===== src/rtl/sqrt_pkg.sv =====
// Shared constants and state encoding for the iterative shift-add squarer.
// FSM state values are kept as plain logic constants for legacy tool flows.
package sqrt_pkg;

    localparam int ROOT_W_DEF = 8;

    typedef enum logic [1:0] {
        IDLE = 2'd0,
        RUN  = 2'd1,
        DONE = 2'd2
    } state_e;

    localparam logic [1:0] ST_IDLE = 2'd0;
    localparam logic [1:0] ST_RUN  = 2'd1;
    localparam logic [1:0] ST_DONE = 2'd2;

    localparam int CNT_W_DEF = $clog2(ROOT_W_DEF + 1);

    function automatic int cnt_width(input int root_w);
        return $clog2(root_w + 1);
    endfunction

endpackage


===== src/rtl/sqrt_square_check_if.sv =====
// Start/busy/done handshake and operand/result bus of the squarer.
// The producer side uses the master modport, the squarer uses slave.
interface sqrt_square_check_if #(
    parameter int ROOT_W = sqrt_pkg::ROOT_W_DEF
) ();
    logic                  start;
    logic [ROOT_W-1:0]     root_in;
    logic [2*ROOT_W-1:0]   num_in;
    logic                  busy;
    logic                  done;
    logic [2*ROOT_W-1:0]   square;
    logic                  exact;
    logic                  floor_ok;

    modport master (
        output start, root_in, num_in,
        input  busy, done, square, exact, floor_ok
    );

    modport slave (
        input  start, root_in, num_in,
        output busy, done, square, exact, floor_ok
    );
endinterface


===== src/rtl/sqrt_floor_cmp.sv =====
// Combinational check of a squared root against the original radicand.
// Upper bound (root+1)^2 = sq + 2*root + 1 is formed one bit wider so it cannot wrap.
module sqrt_floor_cmp #(
    parameter int ROOT_W = sqrt_pkg::ROOT_W_DEF
) (
    input  logic [2*ROOT_W-1:0] sq,
    input  logic [ROOT_W-1:0]   root,
    input  logic [2*ROOT_W-1:0] num,
    output logic                exact,
    output logic                floor_ok
);
    localparam int EXT_W = 2*ROOT_W + 1;

    logic [EXT_W-1:0] sq_ext;
    logic [EXT_W-1:0] num_ext;
    logic [EXT_W-1:0] root_ext;
    logic [EXT_W-1:0] upper;

    always_comb begin
        sq_ext   = {1'b0, sq};
        num_ext  = {1'b0, num};
        root_ext = {{(ROOT_W + 1){1'b0}}, root};
        upper    = sq_ext + (root_ext << 1) + {{(EXT_W - 1){1'b0}}, 1'b1};
        exact    = (sq == num);
        floor_ok = (sq_ext <= num_ext) && (num_ext < upper);
    end
endmodule


===== src/rtl/sqrt_square_check.sv =====
// Iterative shift-add squarer: root*root in ROOT_W cycles with start/busy/done handshake.
// Define SQRT_FLOOR_CHECK_EN to also compare the square against the latched radicand.
module sqrt_square_check
    import sqrt_pkg::*;
#(
    parameter int ROOT_W = ROOT_W_DEF
) (
    input  logic               clk,
    input  logic               rst,
    sqrt_square_check_if.slave bus
);
    localparam int SQ_W  = 2*ROOT_W;
    localparam int CNT_W = cnt_width(ROOT_W);
    localparam logic [CNT_W-1:0] LAST_CNT = CNT_W'(ROOT_W - 1);

    logic [1:0]        state_q, state_d;
    logic [ROOT_W-1:0] mcand_q, mcand_d;
    logic [ROOT_W-1:0] mplier_q, mplier_d;
    logic [SQ_W-1:0]   acc_q, acc_d;
    logic [CNT_W-1:0]  cnt_q, cnt_d;
    logic [SQ_W-1:0]   square_q, square_d;
    logic              exact_q, exact_d;
    logic              floor_ok_q, floor_ok_d;

    logic              accept;
    logic [SQ_W-1:0]   addend;
    logic [SQ_W-1:0]   acc_step;
    logic              chk_exact;
    logic              chk_floor;

`ifdef SQRT_FLOOR_CHECK_EN
    logic [SQ_W-1:0] num_q, num_d;

    always_comb num_d = accept ? bus.num_in : num_q;

    always_ff @(posedge clk or posedge rst) begin
        if (rst) num_q <= '0;
        else     num_q <= num_d;
    end

    // acc_step is the final product on the last RUN cycle, so it is checked directly.
    sqrt_floor_cmp #(.ROOT_W(ROOT_W)) u_floor_cmp (
        .sq       (acc_step),
        .root     (mcand_q),
        .num      (num_q),
        .exact    (chk_exact),
        .floor_ok (chk_floor)
    );
`else
    assign chk_exact = 1'b0;
    assign chk_floor = 1'b0;
`endif

    always_comb begin
        accept     = bus.start && ((state_q == ST_IDLE) || (state_q == ST_DONE));
        addend     = {{ROOT_W{1'b0}}, mcand_q} << cnt_q;
        acc_step   = mplier_q[0] ? (acc_q + addend) : acc_q;

        state_d    = state_q;
        mcand_d    = mcand_q;
        mplier_d   = mplier_q;
        acc_d      = acc_q;
        cnt_d      = cnt_q;
        square_d   = square_q;
        exact_d    = exact_q;
        floor_ok_d = floor_ok_q;

        case (state_q)
            ST_RUN: begin
                acc_d    = acc_step;
                mplier_d = mplier_q >> 1;
                cnt_d    = cnt_q + 1'b1;
                if (cnt_q == LAST_CNT) begin
                    state_d    = ST_DONE;
                    square_d   = acc_step;
                    exact_d    = chk_exact;
                    floor_ok_d = chk_floor;
                end
            end
            default: begin
                // IDLE and DONE accept identically, which gives back-to-back runs.
                if (accept) begin
                    state_d    = ST_RUN;
                    mcand_d    = bus.root_in;
                    mplier_d   = bus.root_in;
                    acc_d      = '0;
                    cnt_d      = '0;
                    square_d   = '0;
                    exact_d    = 1'b0;
                    floor_ok_d = 1'b0;
                end else begin
                    state_d = ST_IDLE;
                end
            end
        endcase
    end

    always_ff @(posedge clk or posedge rst) begin
        if (rst) begin
            state_q    <= ST_IDLE;
            mcand_q    <= '0;
            mplier_q   <= '0;
            acc_q      <= '0;
            cnt_q      <= '0;
            square_q   <= '0;
            exact_q    <= 1'b0;
            floor_ok_q <= 1'b0;
        end else begin
            state_q    <= state_d;
            mcand_q    <= mcand_d;
            mplier_q   <= mplier_d;
            acc_q      <= acc_d;
            cnt_q      <= cnt_d;
            square_q   <= square_d;
            exact_q    <= exact_d;
            floor_ok_q <= floor_ok_d;
        end
    end

    assign bus.busy     = (state_q == ST_RUN);
    assign bus.done     = (state_q == ST_DONE);
    assign bus.square   = square_q;
    assign bus.exact    = exact_q;
    assign bus.floor_ok = floor_ok_q;
endmodule


===== src/flat_wrapper.sv =====
// flat-port wrapper written by rule: the top's interface ports become plain ports
module sqrt_square_check_flat import sqrt_pkg::*;
#(
    parameter int ROOT_W = ROOT_W_DEF
)
  (clk, rst, bus_start, bus_root_in, bus_num_in, bus_busy, bus_done, bus_square, bus_exact, bus_floor_ok);
  sqrt_square_check_if #(.ROOT_W(ROOT_W)) bus_i ();
  input  logic clk;
  input  logic rst;
  input wire logic [$bits(bus_i.start)-1:0] bus_start;
  input wire logic [$bits(bus_i.root_in)-1:0] bus_root_in;
  input wire logic [$bits(bus_i.num_in)-1:0] bus_num_in;
  output wire logic [$bits(bus_i.busy)-1:0] bus_busy;
  output wire logic [$bits(bus_i.done)-1:0] bus_done;
  output wire logic [$bits(bus_i.square)-1:0] bus_square;
  output wire logic [$bits(bus_i.exact)-1:0] bus_exact;
  output wire logic [$bits(bus_i.floor_ok)-1:0] bus_floor_ok;
  assign bus_i.start = bus_start;
  assign bus_i.root_in = bus_root_in;
  assign bus_i.num_in = bus_num_in;
  assign bus_busy = bus_i.busy;
  assign bus_done = bus_i.done;
  assign bus_square = bus_i.square;
  assign bus_exact = bus_i.exact;
  assign bus_floor_ok = bus_i.floor_ok;
  sqrt_square_check #(.ROOT_W(ROOT_W)) u_core (.clk(clk), .rst(rst), .bus(bus_i));
endmodule

===== config.mk =====
export PLATFORM = sky130hd
export DESIGN_NAME = sqrt_square_check_flat
export DESIGN_NICKNAME = d
export VERILOG_FILES = /design/src/rtl/sqrt_pkg.sv /design/src/rtl/sqrt_square_check_if.sv /design/src/rtl/sqrt_floor_cmp.sv /design/src/rtl/sqrt_square_check.sv /design/src/flat_wrapper.sv
export SDC_FILE = /design/constraint.sdc
export NUM_CORES = 1
export LEC_CHECK = 0
export CAP_MARGIN = 20
export CELL_PAD_IN_SITES_DETAIL_PLACEMENT = 0
export CELL_PAD_IN_SITES_GLOBAL_PLACEMENT = 2
export CORE_MARGIN = 2
export CORE_UTILIZATION = 31
export CTS_BUF_LIST = sky130_fd_sc_hd__clkbuf_4 sky130_fd_sc_hd__clkbuf_8
export CTS_CLUSTER_SIZE = 10
export DETAILED_ROUTE_END_ITERATION = 8
export PLACE_DENSITY_LB_ADDON = 0.15
export RECOVER_POWER = 100
export SLEW_MARGIN = 20
export SYNTH_ARGS = -nofsm -noshare
export SYNTH_HDL_FRONTEND = slang
export SYNTH_SLANG_ARGS = --single-unit
export TNS_END_PERCENT = 100

===== constraint.sdc =====
create_clock -name clk -period 3 [get_ports clk]
set_input_delay 0.9 -clock clk [delete_from_list [all_inputs] [get_ports clk]]
set_output_delay 0.9 -clock clk [all_outputs]
set_load 0.1 [all_outputs]

==> metrics.md, run 1 <==
| Metric | Value |
|---|---|
| Failing checks | negative setup slack |
| Nature of the critical path endpoint | flip-flop |
| N_diodes | 0 |
| Delay of the slowest cell on the worst path | 0.45 ns |
| Max cap viols | 0 |
| Post-synthesis cell count | 399 |
| CTS tree | built |
| Vias in the first global route | 3311 |
| Cts bufs inserted | 5 |
| First-pass GRT wire length | 17.2 mm |
| Wire per inst | 16.2 um |
| RR Endpoint | u_core.bus.square[15]$_DFFE_PP0P_ |
| RSZ-0062 raised after global routing | yes |
| # fillers | 1104 |
| 1st-pass router iterations | 4 |
| Yosys cell types | 47 |
| ANT nets after route | 0 |
| Clock Root Buffer | clkbuf_8 |
| Placer Congestion | 0.774 |
| CP top delay family | compound AO/OA/AOI/OAI gates |
| Status | finished, violations left |
| Die area | 11800 um^2 |
| Avg Inst Size Synth | 8.54 um^2 |
| Fin crit period | 3.05 ns |
| Pre-CTS setup slack | -0.394 ns |
| Main synth FF type | dfrtp_1 |
| Critical Path AT | 3.25 ns |
| Accumulated negative setup slack | -0.0653 ns |
| Worst Setup Start Kind | flip-flop |
| Min-delay src | u_core.bus.square[1]$_DFFE_PP0P_ |
| Setup ws final | -0.0482 ns |
| IO Count | 47 |
| Vias per inst | 4.99 |
| Register area share after synthesis | 0.397 |
| Hold Fails Final Rpt | 0 |
| Hold Path Class | reg2reg |
| CP max stage cell | dfrtp_2 |
| Clock-pin slew on the worst setup and hold paths | 0.11 ns |
| Synthesized area | 3410 um^2 |
| CTS H-tree depth | 2 |
| Cells along the critical path | buf_6 -> mux2i_2 -> o22ai_2 -> buf_4 -> a21oi_1 -> o22ai_2 -> ha_4 -> a21oi_2 -> nor2b_1 -> or3_1 -> a21oi_2 -> nand3_2 -> xnor2_2 -> a21oi_1 -> a21o_1 |
| Synth Register Bits | 54 |
| Reg2Reg Depth | 15 |
| Worst-Skew Late Latency | 0.32 ns |
| Post-synth EDFFs | 0 |
| HPWL after DPL | 7.70 mm |
| Min-Delay Endpoint | u_core.bus.square[1]$_DFFE_PP0P_ |
| Crit Path Max Fanout | 5 |
| Setup violators final | 3 |
| GRT Overall Usage | 0.189 |
| Placeable Area | 10800 um^2 |
| Commonest cells after routing, fill and taps aside | nand2_1, buf_4, dfrtp_1, nor2_1, clkbuf_1 |
| Commonest non-fill, non-tap cell in the layout | nand2_1 |
| WS Path Type | reg2reg |
| Worst hold stages | 2 |
| Antenna violations before repair | 0 |
| Worst R2R Setup Slack | -0.05 ns |
| Slew Limit Fails | 0 |
| Final core utilization | 0.455 |
| Initial Utilization | 0.316 |
| DRC viols | 0 |
| Iter 0 DRT Violations | 120 |
| Final worst-path cycle share | 1.02 |
| Max Root-Sink Buffers | 2 |
| R2r startpoint | u_core.cnt_q[1]$_DFFE_PP0N_ |
| Sink Count | 54 |
| Drt total wl | 10.5 mm |
| Total grt overflow | 0 |
| Yosys warns | 0 |
| Routed vias | 3226 |
| Ys async rst share | 1.00 |
| Max-slew headroom | 0.205 |
| Share of layout cells above drive strength 1 | 0.345 |
| Buf/Inv on CP | 2 |
| Hold_buf cts | 0 |
| Least-Margin Pin Slew | 1.20 ns |
| Layout area overhead | 44.2% |
| Largest net degree at the start of global routing | 36 |
| IO Port Bufs | 28 |
| Die X | 109 um |
| Final #Nets | 550 |
| Die Y | 109 um |
| F_max | 0.328 GHz |
| # rows | 38 |
| Skew final | 0.0178 ns |
| Req. time, crit path | 3.20 ns |
-- layout make-up --
class                           count  area [um^2]  share of cell area
Tap cell                          140          175              0.0357
Sequential cell                    54         1350               0.275
Timing Repair Buffer              120          866               0.176
Multi-Input combinational cell    316         2370               0.483
Clock inverter                      3         43.8             0.00891
Clock buffer                        5         68.8              0.0140
Inverter                            9         33.8             0.00688
-- tightest hold or removal path, cell delays in order (launching register included) --
cell	delay (ns)
dfrtp_1	0.35
nand2_1	0.05
nand2_1	0.05
-- flip-flops by register name, indices dropped and copies added (netlist names) --
register / count
u_core.acc_q: 16
u_core.bus.square: 16
u_core.cnt_q: 4
u_core.mcand_q: 8
u_core.mplier_q: 8
u_core.state_q: 2
-- Yosys cell counts (2+ instances only) --
cell type  number  share of area
nand2_1        93           0.10
dfrtp_1        54           0.40
o21ai_0        31          0.046
nor2_1         25          0.028
a21oi_1        20          0.029
ha_1           16          0.059
mux2i_1        15          0.044
clkbuf_1       14          0.015
nand3_1        13          0.019
nor2b_1        11          0.020
a21o_1          8          0.018
a22oi_1         8          0.018
inv_1           8         0.0088
xnor2_1         8          0.021
a22o_1          7          0.018
xor2_1          6          0.015
nand2b_1        5         0.0092
nand4_1         5         0.0092
o22ai_1         5         0.0092
a31oi_1         4         0.0073
mux2_2          4          0.013
and2_1          3         0.0055
nor3_1          3         0.0044
o211ai_1        3         0.0066
o31ai_1         3         0.0066
buf_2           2         0.0029
buf_4           2         0.0044
mux4_1          2          0.015
o21a_1          2         0.0044
or2_2           2         0.0037
-- metrics by stage --
stage / cells / hold slack (ns) / instance area [um^2]
2_1_floorplan: 400 / 0.439 / 3410
3_3_place_gp: 626 / 0.450 / 4340
3_5_place_dp: 626 / 0.458 / 4340
4_1_cts: 642 / 0.481 / 4810
5_1_grt: 647 / 0.506 / 4910
6_report: 647 / 0.474 / 4910
-- kinds of logic (layout without fill, tap and decap cells) --
kind of cell,Yosys count,count (layout),share of synthesized area
mux,21,21,0.0727
compound gates,98,98,0.180
flops,54,54,0.397
buf+inv,30,137,0.0393
fa+ha+maj,17,17,0.0646
other cells,1,2,0.00110
simple gates,164,164,0.210
xor+xnor,14,14,0.0360
-- how the worst max path moves through the flow --
| stage | start | to | cells after the start |
|---|---|---|---|
| 5_1_grt | u_core.cnt_q[1]$_DFFE_PP0N_ | u_core.bus.square[14]$_DFFE_PP0P_ | 13 |
| 4_1_cts | u_core.cnt_q[1]$_DFFE_PP0N_ | u_core.bus.square[15]$_DFFE_PP0P_ | 15 |
| 3_5_place_dp | u_core.cnt_q[1]$_DFFE_PP0N_ | u_core.bus.square[13]$_DFFE_PP0P_ | 17 |
| 3_3_place_gp | u_core.cnt_q[1]$_DFFE_PP0N_ | u_core.bus.square[11]$_DFFE_PP0P_ | 17 |
| 2_1_floorplan | u_core.cnt_q[1]$_DFFE_PP0N_ | u_core.bus.square[14]$_DFFE_PP0P_ | 15 |
| 6_report | u_core.cnt_q[1]$_DFFE_PP0N_ | u_core.bus.square[15]$_DFFE_PP0P_ | 15 |
-- metal layers --
layer	track usage	vias to the layer above	routed length [um]
met1	0.232	1576	4620
met4	0.0339	0	76
met5	0	-	0
met2	0.354	35	5510
met3	0.0239	7	252
li1	-	1608	-
-- what timing repair did --
| action | in CTS | in global routing |
|---|---|---|
| pin swaps | 27 | 16 |
| setup endpoints to repair | 18 | 18 |
| gates resized for setup | 70 | 40 |
| buffers inserted | 9 | 5 |
Power of run 1 is not shown: default switching activity piles up to over one toggle a cycle in this logic, so the estimate is an artifact.
==> inputs of run 2 (changes only) <==
Settings changed: RECOVER_POWER 100 to 50, SKIP_LAST_GASP set to 1.
==> metrics.md, run 2 (synthesized netlist as in run 1, its figures left out) <==
| Metric | Value |
|---|---|
| Die area | 11800 um^2 (unchanged) |
| Failing checks | negative setup slack (unchanged) |
| Drt total wl | 10.6 mm (was 10.5 mm) |
| Skew final | 0.0176 ns (was 0.0178 ns) |
| Worst hold slack | 0.479 ns (was 0.474 ns) |
| Top routing layer in use | met4 (unchanged) |
| # fillers | 1064 (was 1104) |
| Max-slew headroom | 0.365 (was 0.205) |
| GRT Overall Usage | 0.189 (unchanged) |
| WS Path Type | reg2reg (unchanged) |
| Share of layout cells above drive strength 1 | 0.421 (was 0.345) |
| Largest net degree at the start of global routing | 36 (unchanged) |
| Commonest non-fill, non-tap cell in the layout | buf_4 (was nand2_1) |
| N_diodes | 0 (unchanged) |
| CTS H-tree depth | 2 (unchanged) |
| Crit Path Max Fanout | 5 (unchanged) |
| Max cap viols | 0 (unchanged) |
| Routed vias | 3217 (was 3226) |
| HPWL after DPL | 7.70 mm (unchanged) |
| Antenna violations before repair | 0 (unchanged) |
| Hold Fails Final Rpt | 0 (unchanged) |
| Cts bufs inserted | 5 (unchanged) |
| CP max stage cell | dfrtp_2 (unchanged) |
| WL met3 | 275 um (was 252 um) |
| Nature of the critical path endpoint | flip-flop (unchanged) |
| Slew Limit Fails | 0 (unchanged) |
| Critical Path AT | 3.28 ns (was 3.25 ns) |
| Fin crit period | 3.08 ns (was 3.05 ns) |
| 1st-pass router iterations | 4 (unchanged) |
| Initial Utilization | 0.316 (unchanged) |
| Clock-pin slew on the worst setup and hold paths | 0.10 ns (was 0.11 ns) |
| Least-Margin Pin Slew | 0.952 ns (was 1.20 ns) |
| Status | finished, violations left (unchanged) |
| Vias in the first global route | 3313 (was 3311) |
| CP top delay family | compound AO/OA/AOI/OAI gates (unchanged) |
| # rows | 38 (unchanged) |
| Final #Nets | 556 (was 550) |
| IO Count | 47 (unchanged) |
| Delay of the slowest cell on the worst path | 0.45 ns (about the same) |
| Final worst-path cycle share | 1.03 (was 1.02) |
| Max Root-Sink Buffers | 2 (unchanged) |
| DR WL met2 | 5.54 mm (was 5.51 mm) |
| Vias per inst | 4.93 (was 4.99) |
| Worst-Skew Late Latency | 0.32 ns (about the same) |
| Pre-CTS setup slack | -0.394 ns (unchanged) |
| Placer Congestion | 0.774 (unchanged) |
| DRC viols | 0 (unchanged) |
| Cells along the critical path | buf_6 -> mux2i_2 -> nand2_1 -> o21ai_0 -> buf_4 -> buf_4 -> o22ai_2 -> ha_4 -> nand3_2 -> o21ai_1 -> or3_4 -> a21oi_4 -> nand3_2 -> xnor2_2 -> a21oi_1 -> a21o_1 (was buf_6 -> mux2i_2 -> o22ai_2 -> buf_4 -> a21oi_1 -> o22ai_2 -> ha_4 -> a21oi_2 -> nor2b_1 -> or3_1 -> a21oi_2 -> nand3_2 -> xnor2_2 -> a21oi_1 -> a21o_1) |
| IO Port Bufs | 28 (unchanged) |
| Worst Setup Start Kind | flip-flop (unchanged) |
| Die X | 109 um (unchanged) |
| Commonest cells after routing, fill and taps aside | buf_4, nand2_1, dfrtp_1, nor2_1 (was nand2_1, buf_4, dfrtp_1, nor2_1, clkbuf_1) |
| Die Y | 109 um (unchanged) |
| Sink Count | 54 (unchanged) |
| Setup ws final | -0.0772 ns (was -0.0482 ns) |
| Setup violators final | 4 (was 3) |
| CTS tree | built (unchanged) |
| Final Instance Count excl. Fillers | 653 (was 647) |
| Req. time, crit path | 3.20 ns (about the same) |
| Clock Root Buffer | clkbuf_8 (unchanged) |
| F_max | 0.325 GHz (was 0.328 GHz) |
| Cells after DPL | 626 (unchanged) |
| Wl on met1 | 4.67 mm (was 4.62 mm) |
| Total grt overflow | 0 (unchanged) |
| First-pass GRT wire length | 17.2 mm (unchanged) |
| Wire per inst | 16.2 um (about the same) |
| Buf/Inv on CP | 3 (was 2) |
| Hold Path Class | reg2reg (unchanged) |
| Layout area overhead | 50.2% (was 44.2%) |
| Placeable Area | 10800 um^2 (unchanged) |
| Iter 0 DRT Violations | 101 (was 120) |
| ANT nets after route | 0 (unchanged) |
| RSZ-0062 raised after global routing | yes (unchanged) |
-- run 2: metal layers --
metal  up-vias  global-route usage
met2        34               0.354
met5         -                   0
met3        11              0.0239
met4         0              0.0339
li1       1616                   -
met1      1556               0.232
-- run 2: layout make-up --
class / instances / area (um^2) / share of cell area
clock inverter: 3 / 43.8 / 0.00856
multi-input combinational: 316 / 2430 / 0.475
inverter: 9 / 33.8 / 0.00660
sequential: 54 / 1350 / 0.265
tap: 140 / 175 / 0.0342
timing repair buffer: 126 / 1010 / 0.197
clock buffer: 5 / 68.8 / 0.0135
-- run 2: timing repair --
action / 4_1_cts / 5_1_grt
hold buffers: 0 / 0
endpoints found under the setup margin: 18 / 18
buffers inserted: 9 / 11
pin swaps: 27 / 43
gates resized for setup: 68 / 57
-- run 2: path summary, 6_finish.rpt --
path                                                  start                                 to  slack (ns)  depth (start not counted)
max                             u_core.cnt_q[1]$_DFFE_PP0N_  u_core.bus.square[15]$_DFFE_PP0P_       -0.08                         16
min                        u_core.bus.square[1]$_DFFE_PP0P_   u_core.bus.square[1]$_DFFE_PP0P_        0.48                          2
max reg2reg                     u_core.cnt_q[1]$_DFFE_PP0N_  u_core.bus.square[15]$_DFFE_PP0P_       -0.08                         16
min reg2reg                u_core.bus.square[1]$_DFFE_PP0P_   u_core.bus.square[1]$_DFFE_PP0P_        0.48                          2
max in group asynchronous                               rst  u_core.bus.square[15]$_DFFE_PP0P_        0.44                          3
min in group asynchronous                               rst     u_core.mplier_q[1]$_DFFE_PP0N_        1.15                          2
-- run 2: tightest hold or removal path, stage by stage (launching register included) --
cell,delay [ns]
dfrtp_1,0.36
nand2_1,0.05
nand2_1,0.05
-- run 2: through the flow --
step                       util  TNS, ns  instance area (um^2)
final                     0.474   -0.132                  5120
after global placement    0.402    -4.14                  4340
after detailed placement  0.402    -4.07                  4340
after floorplan               -        0                  3410
after global routing      0.474    -1.77                  5120
after CTS                 0.445   -0.182                  4810
Power of run 2 is left out for the same reason.
